==> src/rtl/uart_pkg.sv <==
// Shared definitions for the serial byte link (transmit and receive sides).
// Latency: none, declarations only.
// Backpressure: not applicable.
package uart_pkg;

    // Shifter state encoding, kept identical on both link directions
    typedef enum logic [2:0] {
        ST_IDLE   = 3'd0,
        ST_START  = 3'd1,
        ST_DATA   = 3'd2,
        ST_PARITY = 3'd3,
        ST_STOP   = 3'd4
    } uart_state_e;

    localparam int   DATA_BITS       = 8;
    localparam logic IDLE_LEVEL      = 1'b1;
    localparam logic START_LEVEL     = 1'b0;
    // 27 MHz system clock x 32 us bit period
    localparam int   BIT_CYCLES_32US = 864;

endpackage

==> src/rtl/uart_baud_tick.sv <==
// Bit-period counter: counts 0..BIT_CYCLES-1, tick on terminal count, sync clear.
// Latency: tick_o is combinational from the count register; clear acts next edge.
// Backpressure: none, free counting while clr_i is low.
module uart_baud_tick #(
    parameter int BIT_CYCLES = 864
) (
    input  logic clk,
    input  logic reset,
    input  logic clr_i,
    output logic tick_o,
    output logic pre_tick_o
);

    localparam int CW = $clog2(BIT_CYCLES);

    logic [CW-1:0] cnt_q;
    logic [CW-1:0] cnt_d;

    // last cycle of the bit period, and the cycle just before it
    assign tick_o     = (cnt_q == CW'(BIT_CYCLES - 1));
    assign pre_tick_o = (cnt_q == CW'(BIT_CYCLES - 2));

    // next count: hold at zero while cleared, wrap on terminal count
    always_comb begin
        cnt_d = cnt_q + 1'b1;
        if (clr_i || tick_o) begin
            cnt_d = '0;
        end
    end

    // count register
    always_ff @(posedge clk or posedge reset) begin
        if (reset) begin
            cnt_q <= '0;
        end else begin
            cnt_q <= cnt_d;
        end
    end

endmodule

==> src/rtl/uart_tx.sv <==
// 8N1/8N2 serial transmitter with a 1-deep holding register; even parity when UART_TX_PARITY_EN is defined.
// Latency: accepted byte drives the start bit from the 2nd edge after accept; frame = (10+STOP_BITS-1)*BIT_CYCLES.
// Backpressure: ready low while the holding register is full; back-to-back frames have no idle gap.
module uart_tx
    import uart_pkg::*;
#(
    parameter int BIT_CYCLES = BIT_CYCLES_32US,
    parameter int STOP_BITS  = 1
) (
    input  logic                 clk,
    input  logic                 reset,
    input  logic [DATA_BITS-1:0] data,
    input  logic                 valid,
    output logic                 ready,
    output logic                 tx,
    output logic                 busy,
    output logic                 done
);

    uart_state_e          state_q;
    logic [DATA_BITS-1:0] shift_q;
    logic [DATA_BITS-1:0] hold_q;
    logic                 hold_full_q;
    logic [2:0]           bit_idx_q;
    logic                 tx_q;
    logic                 done_q;
`ifdef UART_TX_PARITY_EN
    logic                 parity_q;
`endif

    logic baud_clr;
    logic baud_tick;
    logic baud_pre_tick;
    logic accept;
    logic stop_last;
    logic launch;

    // baud counter sits at zero while idle so each start bit is a full period
    assign baud_clr  = (state_q == ST_IDLE);
    assign accept    = valid && !hold_full_q;
    assign stop_last = (bit_idx_q == 3'(STOP_BITS - 1));
    // holding byte moves into the shifter from idle, or straight after the final stop bit
    assign launch    = hold_full_q &&
                       ((state_q == ST_IDLE) ||
                        ((state_q == ST_STOP) && baud_tick && stop_last));

    uart_baud_tick #(
        .BIT_CYCLES (BIT_CYCLES)
    ) u_baud (
        .clk        (clk),
        .reset      (reset),
        .clr_i      (baud_clr),
        .tick_o     (baud_tick),
        .pre_tick_o (baud_pre_tick)
    );

    // frame sequencer with registered line level and done pulse
    always_ff @(posedge clk or posedge reset) begin
        if (reset) begin
            state_q     <= ST_IDLE;
            shift_q     <= '0;
            hold_q      <= '0;
            hold_full_q <= 1'b0;
            bit_idx_q   <= '0;
            tx_q        <= IDLE_LEVEL;
            done_q      <= 1'b0;
`ifdef UART_TX_PARITY_EN
            parity_q    <= 1'b0;
`endif
        end else begin
            done_q <= 1'b0;
            if (accept) begin
                hold_q      <= data;
                hold_full_q <= 1'b1;
            end
            case (state_q)
                ST_IDLE: begin
                    tx_q <= IDLE_LEVEL;
                end
                ST_START: begin
                    if (baud_tick) begin
                        state_q   <= ST_DATA;
                        tx_q      <= shift_q[0];
                        bit_idx_q <= '0;
                    end
                end
                ST_DATA: begin
                    if (baud_tick) begin
                        if (bit_idx_q == 3'(DATA_BITS - 1)) begin
                            bit_idx_q <= '0;
`ifdef UART_TX_PARITY_EN
                            state_q   <= ST_PARITY;
                            tx_q      <= parity_q;
`else
                            state_q   <= ST_STOP;
                            tx_q      <= IDLE_LEVEL;
`endif
                        end else begin
                            shift_q   <= shift_q >> 1;
                            tx_q      <= shift_q[1];
                            bit_idx_q <= bit_idx_q + 3'd1;
                        end
                    end
                end
`ifdef UART_TX_PARITY_EN
                ST_PARITY: begin
                    if (baud_tick) begin
                        state_q   <= ST_STOP;
                        tx_q      <= IDLE_LEVEL;
                        bit_idx_q <= '0;
                    end
                end
`endif
                ST_STOP: begin
                    // registered, so raise it one cycle ahead of the final stop cycle
                    if (baud_pre_tick && stop_last) begin
                        done_q <= 1'b1;
                    end
                    if (baud_tick) begin
                        if (stop_last) begin
                            state_q <= ST_IDLE;
                            tx_q    <= IDLE_LEVEL;
                        end else begin
                            bit_idx_q <= bit_idx_q + 3'd1;
                        end
                    end
                end
                default: begin
                    state_q <= ST_IDLE;
                    tx_q    <= IDLE_LEVEL;
                end
            endcase
            // a launch overrides the end-of-frame return to idle
            if (launch) begin
                state_q     <= ST_START;
                tx_q        <= START_LEVEL;
                shift_q     <= hold_q;
                bit_idx_q   <= '0;
                hold_full_q <= 1'b0;
`ifdef UART_TX_PARITY_EN
                parity_q    <= ^hold_q;
`endif
            end
        end
    end

    assign ready = !hold_full_q;
    assign tx    = tx_q;
    assign busy  = (state_q != ST_IDLE);
    assign done  = done_q;

endmodule

==> config.mk <==
export PLATFORM = sky130hd
export DESIGN_NAME = uart_tx
export DESIGN_NICKNAME = d
export VERILOG_FILES = /design/src/rtl/uart_pkg.sv /design/src/rtl/uart_baud_tick.sv /design/src/rtl/uart_tx.sv
export SDC_FILE = /design/constraint.sdc
export NUM_CORES = 1
export LEC_CHECK = 0
export CORE_MARGIN = 2
export CORE_UTILIZATION = 61
export DETAILED_ROUTE_END_ITERATION = 12
export GPL_TIMING_DRIVEN = 0
export PLACE_DENSITY = 0.89
export SLEW_MARGIN = 5
export SYNTH_ARGS = -nofsm -noshare
export SYNTH_HDL_FRONTEND = slang
export SYNTH_SLANG_ARGS = --single-unit
==> constraint.sdc <==
create_clock -name clk -period 5.8 [get_ports clk]
set_clock_uncertainty 0.05 [all_clocks]
set_input_delay 1.16 -clock clk [delete_from_list [all_inputs] [get_ports clk]]
set_output_delay 1.16 -clock clk [all_outputs]
set_load 0.01 [all_outputs]
==> impl_results.md <==
* LEAKAGE at between 0.8 and 0.9 nW
* Fin area at 2050 um2
* Row count at 19
* H-tree depth at 2
* Crit path time final at approximately 3.2 ns
* Final Hold Viols at 0
* Post-synth EDFFs at 0
* R2R setup slack at roughly 3.2 ns
* Cell count of the worst reg-to-reg path at 6
* Average footprint of a synthesized cell at between 10 and 15 um2
* Combinational power share at between 20% and 30%
* Antenna diode count at 0
* Unrepaired setup endpoints after global routing: no
* Asr flop ratio synth at 100%
* Hold Path Class: register to register
* Grt met3 use at under 10%
* Starting DRT DRC Count at 61
* First-pass GRT wire length at between 6000 and 7000 um
* Total Neg Setup Slack at 0 ns
* CP Data Arrival Time at 2.00 ns
* Initial Util at between 60% and 70%
* Clock Tree Root: clkbuf_4
* Die Width at a little under 60 um
* Setup Crit Path Kind: register to primary output
* Routing usage on met1 at between 20 and 30%
* Crit path required time at 4.59 ns
* Synthesized net count at 181
* GRT overflow at 0
* Cell Area, Synth at between 1500 and 2000 um2
* Clock Latency Late Sink at around 0.34 ns
* Initial antenna violation count at 0
* Status: finished, violations left
* # setup viols final at 0
* Switching Share at roughly a third
* Max-cap violation count at 0
* Vias in the first global route at roughly 1300
* Crit share post-route at between 50% and 60%
* CTS tree: done
* Hold Path Origin: hold_q[2]
* TritonCTS buffer count at 5
* Die H at 58.6 um
* Crit Reg-Reg Endpoint: shift_q[6]
* Worst slew pin tran at between 0.7 and 0.8 ns
* TritonRoute pass-1 iters at 10
* Clock share of power at between 10% and 20%
* Power density over cell area at around 350 nW/um2
* Detailed-route via count at ~1300
* Pint at about 480 uW
* Worst r2r src: bit_idx_q[0]
* FF+latch count, synth at 35
* Violations in the final reports: DRC
* Antenna-violating nets left at 0
* Fillers at between 200 and 250
* CTS sink count at 35
* Wire per inst at between 15 and 20 um
* IO Port Bufs at 14
* Resized cells post-CTS at 0
* CTS Hold Bufs at 0
* Min-Delay Endpoint: shift_q[2]
* Synthesized instance count at around 170
* Worst Setup Start Kind: register
* Clock Pin Slew Worst Setup and Hold Paths at 0.11 ns
* CORE AREA at about 2800 um2
* Net total in the final layout at between 200 and 250
* Setup bufs post-CTS at 0
* Largest net degree at the start of global routing at 36
* Die area at 3430 um2
* Sequential share of power at around 55%
* Slew HR at 52.3%
* Ports at 15
* Avg Vias per Cell at between 6 and 7
* Grt met2 use at 44.1%
* CTS max path bufs at 2
* Worst hold path cell count at 1
* HPWL after DPL at between 2000 and 3000 um
* Fraction of layout cells with a size suffix above 1 at 19.8%
* Syn. warnings at 0
* Most used DFF post-synth: dfrtp_1
* Post-synthesis sequential area ratio at between 40% and 50%
* Crit-path max FO at 10
* Total Routed Length at approximately 3700 um
* Psw at 228 uW
* Placed instance area at between 1500 and 2000 um2
* DRC Markers at 1
* Yosys cell types at between 40 and 50
* Maximum clock rate at 0.312 GHz
* Worst VDD drop at 231 uV
* Routability cong. at ~0.81
* Layout area overhead at 12.6%
* Final Max Slew Viols at 0
* Gr usage total at approximately a quarter
* Most Used Layer, Global Route: met2
* CP Capture Type: primary output
placed cells by master, fill, tap and decap left out, types with 2 or more instances in the layout:
cell / netlist / final
a31oi_1: 2 / 2
ha_1: 5 / 5
buf_4: 2 / 2
buf_6: 2 / 2
a21oi_1: 5 / 5
nor3_1: 4 / 4
a21o_1: 2 / 2
dfrtp_1: 34 / 34
nand2b_1: 6 / 6
clkbuf_4: 0 / 5
clkdlybuf4s50_1: 0 / 14
and2_2: 6 / 6
nand2_1: 3 / 3
a221o_1: 7 / 7
mux2_2: 11 / 11
inv_1: 9 / 8
nand3_1: 5 / 5
or3_1: 2 / 2
and2_1: 3 / 3
xor2_1: 3 / 3
xnor2_1: 5 / 5
nor2_1: 19 / 19
nand4_1: 3 / 3
clkbuf_1: 1 / 3
cells in the mapped netlist, types with 2 or more instances:
master | count | area share (%)
a21o_1 | 2 | 0.83
a21oi_1 | 5 | 1.4
a221o_1 | 7 | 3.9
a31oi_1 | 2 | 0.69
and2_1 | 3 | 1.0
and2_2 | 6 | 2.5
buf_4 | 2 | 0.83
buf_6 | 2 | 1.2
dfrtp_1 | 34 | 47
ha_1 | 5 | 3.4
inv_1 | 9 | 1.9
mux2_2 | 11 | 6.8
nand2_1 | 3 | 0.62
nand2b_1 | 6 | 2.1
nand3_1 | 5 | 1.4
nand4_1 | 3 | 1.0
nor2_1 | 19 | 3.9
nor3_1 | 4 | 1.1
or3_1 | 2 | 0.69
xnor2_1 | 5 | 2.4
xor2_1 | 3 | 1.4
cell type report:
cell class | count | area, um2 | share of cell area (%)
Clock inverter | 1 | 5.00 | 0.244
Sequential cell | 35 | 877 | 42.8
Clock buffer | 7 | 45.0 | 2.20
Timing Repair Buffer | 14 | 140 | 6.85
Multi-Input combinational cell | 115 | 861 | 42.1
Buffer | 6 | 46.3 | 2.26
Tap cell | 31 | 38.8 | 1.89
Inverter | 9 | 33.8 | 1.65
power groups by stage:
stage | Clock [mW] | Sequential (mW) | Combinational (mW)
2_1_floorplan | 0 | 0.374 | 0.141
3_3_place_gp | 0 | 0.383 | 0.176
3_5_place_dp | 0 | 0.392 | 0.189
4_1_cts | 0.128 | 0.390 | 0.193
5_1_grt | 0.142 | 0.401 | 0.210
6_report | 0.126 | 0.391 | 0.190
cell families (layout without fill, tap and decap cells):
family                   Yosys count  after routing  share of synthesized area, %
adder cells (fa/ha/maj)            5              5                          3.44
buffers and inverters             15             37                          4.40
AND/OR/NAND/NOR                   65             65                          21.6
AO/OA/AOI/OAI                     25             25                          11.1
XOR/XNOR                           8              8                          3.85
multiplexers                      12             12                          7.36
flip-flops                        35             35                          48.2
layer usage:
metal	up-vias	part of all wire [%]
met5	-	0
met4	0	2.8
met1	657	41
met3	13	3.2
met2	31	53
li1	627	-
registers in the layout (all words and copies together), names as in the netlist:
signal and count:
bit_idx_q 3, u_baud.cnt_q 10, hold_full_q 1, tx 1, hold_q 8, state_q 3, done 1, shift_q 8
worst max path at each step:
| stage | from | endpoint | slack [ns] | cells after the start |
|---|---|---|---|---|
| 2_1_floorplan | bit_idx_q[0] | shift_q[1] | 3.54 | 6 |
| 3_3_place_gp | state_q[1] | busy | 2.98 | 4 |
| 3_5_place_dp | state_q[1] | busy | 2.98 | 4 |
| 4_1_cts | state_q[1] | busy | 2.60 | 4 |
| 5_1_grt | state_q[1] | busy | 2.48 | 4 |
| 6_report | state_q[1] | busy | 2.59 | 4 |
per-stage QoR:
stage                     total power [mW]  setup slack (ns)  hold slack, ns  instances  util, %
after global routing                 0.753              2.48           0.491        218     73.0
after global placement               0.559              2.98           0.437        210     71.2
after CTS                            0.710              2.60           0.468        218     73.0
final                                0.708              2.59           0.470        218     73.0
after floorplan                      0.515              3.54           0.415        165        -
after detailed placement             0.581              2.98           0.441        210     71.2
worst max-delay path: stages, from the launching register on:
cell             delay [ns]
dfrtp_1                0.43
buf_6                  0.16
nor3_1                 0.44
inv_1                  0.12
clkdlybuf4s50_1        0.50
No activity file was read; power rests on OpenSTA's default activity.
